$ cat src/rtl/apb_master.sv
// apb_master
//   Single-channel APB requester. Commands arrive on a valid/ready interface
//   and are issued as APB SETUP/ACCESS transfers. Each transfer finishes with
//   a one-cycle response strobe carrying read data and error status. A
//   wait-state timeout abandons transfers whose slave never asserts Pready.
//
// Ports
//   Pclk, Prst        clock (rising edge) and synchronous active-high reset
//   cmd_valid/ready   command handshake; cmd_write, cmd_addr, cmd_wdata fields
//   rsp_valid         one-cycle completion strobe (no backpressure)
//   rsp_rdata/err     read data (0 for writes/timeout) and error flag
//   Paddr .. Pwdata   APB requester outputs
//   Pready, Pslverr,
//   Prdata            APB completer inputs, sampled only in ACCESS
module apb_master #(
  parameter int ADDR_W  = 5,
  parameter int DATA_W  = 32,
  parameter int TIMEOUT = 16
) (
  input  logic              Pclk,
  input  logic              Prst,
  input  logic              cmd_valid,
  output logic              cmd_ready,
  input  logic              cmd_write,
  input  logic [ADDR_W-1:0] cmd_addr,
  input  logic [DATA_W-1:0] cmd_wdata,
  output logic              rsp_valid,
  output logic [DATA_W-1:0] rsp_rdata,
  output logic              rsp_err,
  output logic [ADDR_W-1:0] Paddr,
  output logic              Pselx,
  output logic              Penable,
  output logic              Pwrite,
  output logic [DATA_W-1:0] Pwdata,
  input  logic              Pready,
  input  logic              Pslverr,
  input  logic [DATA_W-1:0] Prdata
);

  // Counter only needs to reach TIMEOUT; keep one bit when the timeout is off.
  localparam int CNT_W = (TIMEOUT > 0) ? $clog2(TIMEOUT + 1) : 1;

  typedef enum logic [1:0] {
    ST_IDLE   = 2'd0,
    ST_SETUP  = 2'd1,
    ST_ACCESS = 2'd2
  } state_t;

  state_t             state_q, state_d;
  logic [CNT_W-1:0]   cnt_q, cnt_d;
  logic [ADDR_W-1:0]  paddr_q, paddr_d;
  logic               pwrite_q, pwrite_d;
  logic [DATA_W-1:0]  pwdata_q, pwdata_d;
  logic               rsp_valid_q, rsp_valid_d;
  logic               rsp_err_q, rsp_err_d;
  logic [DATA_W-1:0]  rsp_rdata_q, rsp_rdata_d;

  logic handshake;
  logic timed_out;

  // The only combinational input-to-output path: a completing ACCESS cycle
  // can accept the next command so back-to-back transfers take 2 cycles.
  assign cmd_ready = (state_q == ST_IDLE) || ((state_q == ST_ACCESS) && Pready);
  assign handshake = cmd_valid && cmd_ready;
  assign timed_out = (TIMEOUT != 0) && (cnt_q == CNT_W'(TIMEOUT));

  always_comb begin
    state_d     = state_q;
    cnt_d       = cnt_q;
    paddr_d     = paddr_q;
    pwrite_d    = pwrite_q;
    pwdata_d    = pwdata_q;
    rsp_valid_d = 1'b0;
    rsp_err_d   = 1'b0;
    rsp_rdata_d = '0;

    unique case (state_q)
      ST_IDLE: begin
        if (handshake) state_d = ST_SETUP;
      end
      ST_SETUP: begin
        state_d = ST_ACCESS;
        cnt_d   = '0;
      end
      ST_ACCESS: begin
        if (Pready) begin
          rsp_valid_d = 1'b1;
          rsp_err_d   = Pslverr;
          rsp_rdata_d = pwrite_q ? '0 : Prdata;
          state_d     = handshake ? ST_SETUP : ST_IDLE;
        end else if (timed_out) begin
          // Abandon the transfer; cmd_ready is low here since Pready is low.
          rsp_valid_d = 1'b1;
          rsp_err_d   = 1'b1;
          state_d     = ST_IDLE;
        end else if (TIMEOUT != 0) begin
          cnt_d = cnt_q + CNT_W'(1);
        end
      end
      default: state_d = ST_IDLE;
    endcase

    // Command fields are captured only on handshake and hold otherwise.
    if (handshake) begin
      paddr_d  = cmd_addr;
      pwrite_d = cmd_write;
      pwdata_d = cmd_wdata;
    end
  end

  always_ff @(posedge Pclk) begin
    if (Prst) begin
      state_q     <= ST_IDLE;
      cnt_q       <= '0;
      paddr_q     <= '0;
      pwrite_q    <= 1'b0;
      pwdata_q    <= '0;
      rsp_valid_q <= 1'b0;
      rsp_err_q   <= 1'b0;
      rsp_rdata_q <= '0;
    end else begin
      state_q     <= state_d;
      cnt_q       <= cnt_d;
      paddr_q     <= paddr_d;
      pwrite_q    <= pwrite_d;
      pwdata_q    <= pwdata_d;
      rsp_valid_q <= rsp_valid_d;
      rsp_err_q   <= rsp_err_d;
      rsp_rdata_q <= rsp_rdata_d;
    end
  end

  assign Pselx     = (state_q != ST_IDLE);
  assign Penable   = (state_q == ST_ACCESS);
  assign Paddr     = paddr_q;
  assign Pwrite    = pwrite_q;
  assign Pwdata    = pwdata_q;
  assign rsp_valid = rsp_valid_q;
  assign rsp_err   = rsp_err_q;
  assign rsp_rdata = rsp_rdata_q;

endmodule

$ cat config.mk
export PLATFORM = sky130hd
export DESIGN_NAME = apb_master
export DESIGN_NICKNAME = d
export VERILOG_FILES = /design/src/rtl/apb_master.sv
export SDC_FILE = /design/constraint.sdc
export NUM_CORES = 1
export LEC_CHECK = 0
export CORE_ASPECT_RATIO = 1.75
export CORE_MARGIN = 1
export CORE_UTILIZATION = 30
export CTS_CLUSTER_DIAMETER = 200
export CTS_CLUSTER_SIZE = 16
export DETAILED_ROUTE_END_ITERATION = 12
export GPL_TIMING_DRIVEN = 0
export PLACE_DENSITY_LB_ADDON = 0.12
export SYNTH_ARGS = -nofsm -noshare
export SYNTH_HDL_FRONTEND = slang
export SYNTH_SLANG_ARGS = --single-unit
$ cat constraint.sdc
create_clock -name Pclk -period 2.95 [get_ports Pclk]
set_clock_uncertainty 0.15 [all_clocks]
set_input_delay 0.59 -clock Pclk [delete_from_list [all_inputs] [get_ports Pclk]]
set_output_delay 0.59 -clock Pclk [all_outputs]
set_load 0.005 [all_outputs]
# Word level (Yosys, flattened, before mapping)
# Cells that the tools add are included.
dict set report word_totals {
  reg_bits 79
  in_bits 75
  out_inout_bits 75
  wordCells 39
}
dict set report op_classes {
  addsub 1
  n_eq_ne 7
  muxes 11
  bitwise 2
  n_reduce_logical 10
}
# op n
set op_table {}
lappend op_table {{two-way mux 5 bit} 2}
lappend op_table {{one-hot mux 5 bit (2 select lines)} 1}
lappend op_table {{two-way mux 2 bit} 3}
lappend op_table {{inequality test 2 bit (second input constant)} 3}
lappend op_table {{one-hot mux 2 bit (3 select lines)} 1}
lappend op_table {{adder 5 x 1 -> 5 bit (second input constant)} 1}
lappend op_table {{equality test 5 bit (second input constant)} 1}
lappend op_table {{two-way mux 1 bit} 4}
lappend op_table {{nonzero test 2 bit} 2}
lappend op_table {{OR reduction 4 bit} 1}
lappend op_table {{inequality test 3 x 1 -> 1 bit (second input constant)} 1}
lappend op_table {{AND reduction 3 bit} 1}
lappend op_table {{equality test 2 x 1 -> 1 bit (second input constant)} 1}
lappend op_table {{equality test 2 bit (second input constant)} 1}
lappend op_table {{logical AND 1 bit} 2}
lappend op_table {{logical NOT 2 bit} 1}
lappend op_table {{NOT 1 bit} 2}
lappend op_table {{AND reduction 2 bit} 1}
lappend op_table {{OR reduction 2 bit} 1}
lappend op_table {{logical OR 1 bit} 1}

# Depth between registers and ports, before layout
dict set report depth {
  word_depth 7
  ltp_mapped 8
  mapped_depth_nobuf 6
}

# Least setup slack after synthesis
# No wires, ideal clock.
dict set report synth_timing {
  kind {reg-to-output}
  from {register state_q[0]}
  to {output port cmd_ready}
  arrival_time_ns 1.113
  slack_ns 1.097
  path_stages_with_launch 6
  cell_sequence {dfxtp_1 -> inv_1 -> ha_1 -> a21oi_2 -> inv_1 -> buf_2}
}
dict set report synth_between {
  elab_chain_len 3
  elab_cells_between_ends 4
  classes_between {1 x eq/ne; 3 x reduce/logical}
}
# item line
set synth_rtl {}
lappend synth_rtl {{from (decl)} 49} ;# state_t state_q, state_d;
lappend synth_rtl {{from (signal assigned)} 122} ;# state_q <= state_d;
lappend synth_rtl {{equality test 2 bit} -}
lappend synth_rtl {{net Penable} 32} ;# output logic Penable,
lappend synth_rtl {{logical AND 1 bit} 63} ;# assign cmd_ready = (state_q == ST_IDLE) || ((state_q == ST_ACCESS) && Pready);
lappend synth_rtl {{logical OR 1 bit} 63}
lappend synth_rtl {{to (decl)} 23} ;# output logic cmd_ready,
# The timed path passes the listed nets, and every way through them passes these cells.

# Worst setup path in the final report
dict set report layout_timing {
  from {input port Pready}
  to {output port cmd_ready}
}
dict set report layout_between {
  elab_chain_len 2
}
# item line
set layout_rtl {}
lappend layout_rtl {{from (decl)} 35} ;# input logic Pready,
lappend layout_rtl {{logical AND 1 bit} 63}
lappend layout_rtl {{logical OR 1 bit} 63}
# Every way passes these cells.

==> impl_summary.md <==
Clock tree
The number of setup buffers added after CTS is 0. TritonCTS built the clock tree. The tree is rooted in a sky130_fd_sc_hd__clkbuf_16. The longest clock path from root to sink contains 2 buffers. The number of levels in the clock H-tree is 3. The clock net in this run drives a total of 79 sinks. Buffers inserted to repair hold after CTS numbered 0. TritonCTS created 9 clock buffers. After clock tree synthesis, the clock-pin slew on the worst setup and hold paths is 60 ps. The clock latency at the later pin of the worst-skew pair is 330 ps.

Flow run
Max-cap violations in this run came to 0.

Setup path
On the worst path, the slowest cell contributes a delay of 560 ps. Setup slack on the worst reg-to-reg path comes out at 1000 ps. In this run the critical register-to-register path is captured at rsp_rdata[29]. The worst register-to-register path has a depth of 6. In this run the critical register-to-register path is launched from state_q[0]. Data on the critical path arrives at its endpoint at 2100 ps.

The slowest stage of the critical path is the sky130_fd_sc_hd__clkdlybuf4s50_1 cell. The critical path goes through clkdlybuf4s50_1, a21oi_4, inv_1, buf_2, clkdlybuf4s50_1. The sort of element at the end of the critical path is an output pin. The required time of the worst setup path is 2210 ps. The startpoint type of the worst setup path is an input pin. The highest fanout seen on the critical path is 10. The critical path in this run is classified as in2out. In this design, the critical path's most frequently occurring cell is sky130_fd_sc_hd__clkdlybuf4s50_1.

Yosys
In the post-synthesis netlist, the biggest area contributors are sky130_fd_sc_hd__dfxtp_1 (56%), sky130_fd_sc_hd__a21oi_1 (7.4%), sky130_fd_sc_hd__and2_1 (7.0%). The Yosys step of the flow raised 0 warnings. The number of nets handed over by synthesis was 382. Counting flops and latches in the post-synthesis netlist gives 79. The area fraction of the dominant cell type after synthesis is 55.5%. Of the synthesized area, sequential elements account for 55.5%. The number of distinct library cells after synthesis is 30. Counting flops with an async set or reset pin after synthesis yields a share of 0%. The post-synthesis cell area is 2850 sq um. After synthesis, the mean cell area works out to 9.46 sq um. The synthesized design spends more area on one cell type than any other, namely sky130_fd_sc_hd__dfxtp_1.

The count of flip-flops with a built-in enable after synthesis is 0. The most used flip-flop cell after synthesis is sky130_fd_sc_hd__dfxtp_1. The number of instances in the synthesized netlist is 301.

Route
After detailed routing, the total wire length is 8.27 mm. Dividing the detail-routed wire length by the instance count gives 14.1 um. Dividing the detail-routed via count by the number of cells gives 4.61. The vias after detailed routing is 2701. The number of optimization iterations in the first detailed-route pass is 4. The remaining antenna violation count is 0. After detailed routing, the number of remaining DRC violations is 0. The detailed router finished its first iteration with 81 violations.

Power
The power per cell area is 591 nW/um^2. The total power of the final layout is 2.87 mW. The worst vdd rail ir drop is 0.352 mV. The static leakage is 1.80 nW.

Final layout
The synthesis-to-finish area growth is 70.7%. The most common cell after layout, fill and taps aside is sky130_fd_sc_hd__clkdlybuf4s50_1. The share of post-route cells with drive strength above 1 is 7.30%.

The flip-flop and latch area is 1580 sq um. The total area of multi-input combinational cells is 1130 sq um. The number of nets in the layout is 542.

In the layout the commonest cells are sky130_fd_sc_hd__clkdlybuf4s50_1 (149), sky130_fd_sc_hd__dfxtp_1 (79), sky130_fd_sc_hd__a21oi_1 (42). The final-layout fill cell count is 887. The diode insertion count for antenna repair is 0.

Timing
The setup TNS after final layout is 0 ps. Setup repair after global routing left no endpoint under its margin. The final worst-path cycle share is 96.1%. The max-slew violation total from the final report is 0. The routed design could run at a clock period as short as 2840 ps.

The number of setup violations in the final report is 0. In this run the tightest slew margin relative to its limit is 67.6%. The total count of hold-check failures in the final report is 0.

For the pin with the worst max-slew slack, the measured transition is 485 ps. For this run, the top clock speed supported by timing is 353 MHz.

Die
For this configuration, the core starts out at a cell density of 31.1%. The die covers 9900 sq um. In this run the count of I/O pins placed on the die edge is 150. In this run the vertical extent of the chip is 131 um. The die is 75.7 um wide. Row generation in the floorplan step produced 46 rows. The area of the placeable core is 9150 sq um.

GRT
The first global-routing pass estimated 12.2 mm of wire. The number of antenna violations at the first check in global routing came to 0. Global routing used 16.8% of the available tracks across all layers. The via count of the first global-routing pass is 2474. The total overflow reported by the global router is 0. Entering global routing, the biggest net connects 14 pins.

Hold path
The number of instances on the worst hold path is 2. The hold path startpoint is Pwdata[28]. The path class of the tightest hold or removal check is reg2reg.

The worst hold endpoint is Pwdata[28].

Outcome
The run finished with clean final reports.

Placed design
The wire-length estimate of the detail-placed layout is 6.16 mm. The count of port buffers added during placement is 149. At the end of routability-driven placement, the weighted congestion stood at 0.752.
-- worst max-delay path, delay by kind of cell --
kind                   cells  cell delay (ps)
buffers and inverters      4             1400
AOI/OAI and AO/OA          1               90
-- registers in the layout, indices dropped and copies added (netlist names) --
name	flops
rsp_valid	1
Paddr	5
cnt_q	5
Pwrite	1
state_q	2
Pwdata	32
rsp_err	1
rsp_rdata	32
-- area by class of cell --
| class | instances | share of cell area, % |
|---|---|---|
| flip-flops and latches | 79 | 32.5 |
| repair buffers | 149 | 30.7 |
| multi-input cells | 187 | 23.2 |
| clock buffers | 10 | 4.71 |
| well taps | 120 | 3.09 |
| clock inverters | 6 | 2.73 |
| plain buffers | 25 | 2.32 |
| inverters | 10 | 0.772 |
-- stage by stage --
step	utilization [%]	hold slack (ps)	worst slack [ps]	instance area [sq um]	std cells
floorplan	-	307	1100	2850	301
global placement	49.1	312	86.9	4490	570
detailed placement	49.1	317	103	4490	570
CTS	53.0	324	63.2	4850	586
global route	53.1	346	35.9	4860	586
finish	53.1	324	114	4860	586
-- how the worst max path moves through the flow --
stage	slack (ps)	endpoint	startpoint
2_1_floorplan	1100	cmd_ready	state_q[0]
3_3_place_gp	90	cmd_ready	Pready
3_5_place_dp	100	cmd_ready	Pready
4_1_cts	60	cmd_ready	state_q[0]
5_1_grt	40	cmd_ready	Pready
6_report	110	cmd_ready	Pready
-- per-layer routing --
metal	routed length (um)	global-route usage (%)	share of wire [%]
met1	3180	18.5	38
met2	4560	29.0	55
met3	377	4.52	4.6
met4	155	8.50	1.9
met5	0	0	0
-- report_power, final --
part	switching (mW)	leakage [nW]	internal (mW)
clock network	0.427	0.173	0.911
logic	0.169	0.985	0.228
registers	0.0234	0.643	1.11
-- cell families after synthesis --
group,count (synthesis),share of synthesized area (%)
flip-flops,79,55.5
adder cells (fa/ha/maj),6,2.64
AO/OA/AOI/OAI,90,16.7
multiplexers,2,0.703
AND/OR/NAND/NOR,89,19.1
buffers and inverters,35,5.27
-- cell usage after synthesis (all sizes together) (2+ instances only) --
library cell,n
dfxtp,79
a21oi,43
inv,10
buf,9
nand2b,7
ha,6
clkbuf,16
mux2i,2
nand4b,2
nand3,38
o21ai,41
and2,32
or4,4
-- timing repair --
| action | 4_1_cts | 5_1_grt |
|---|---|---|
| gates resized for setup | 0 | 2 |
| hold endpoints to repair | 0 | 0 |
| endpoints found under the setup margin | 0 | 1 |
No activity file was read; power rests on OpenSTA's default activity.
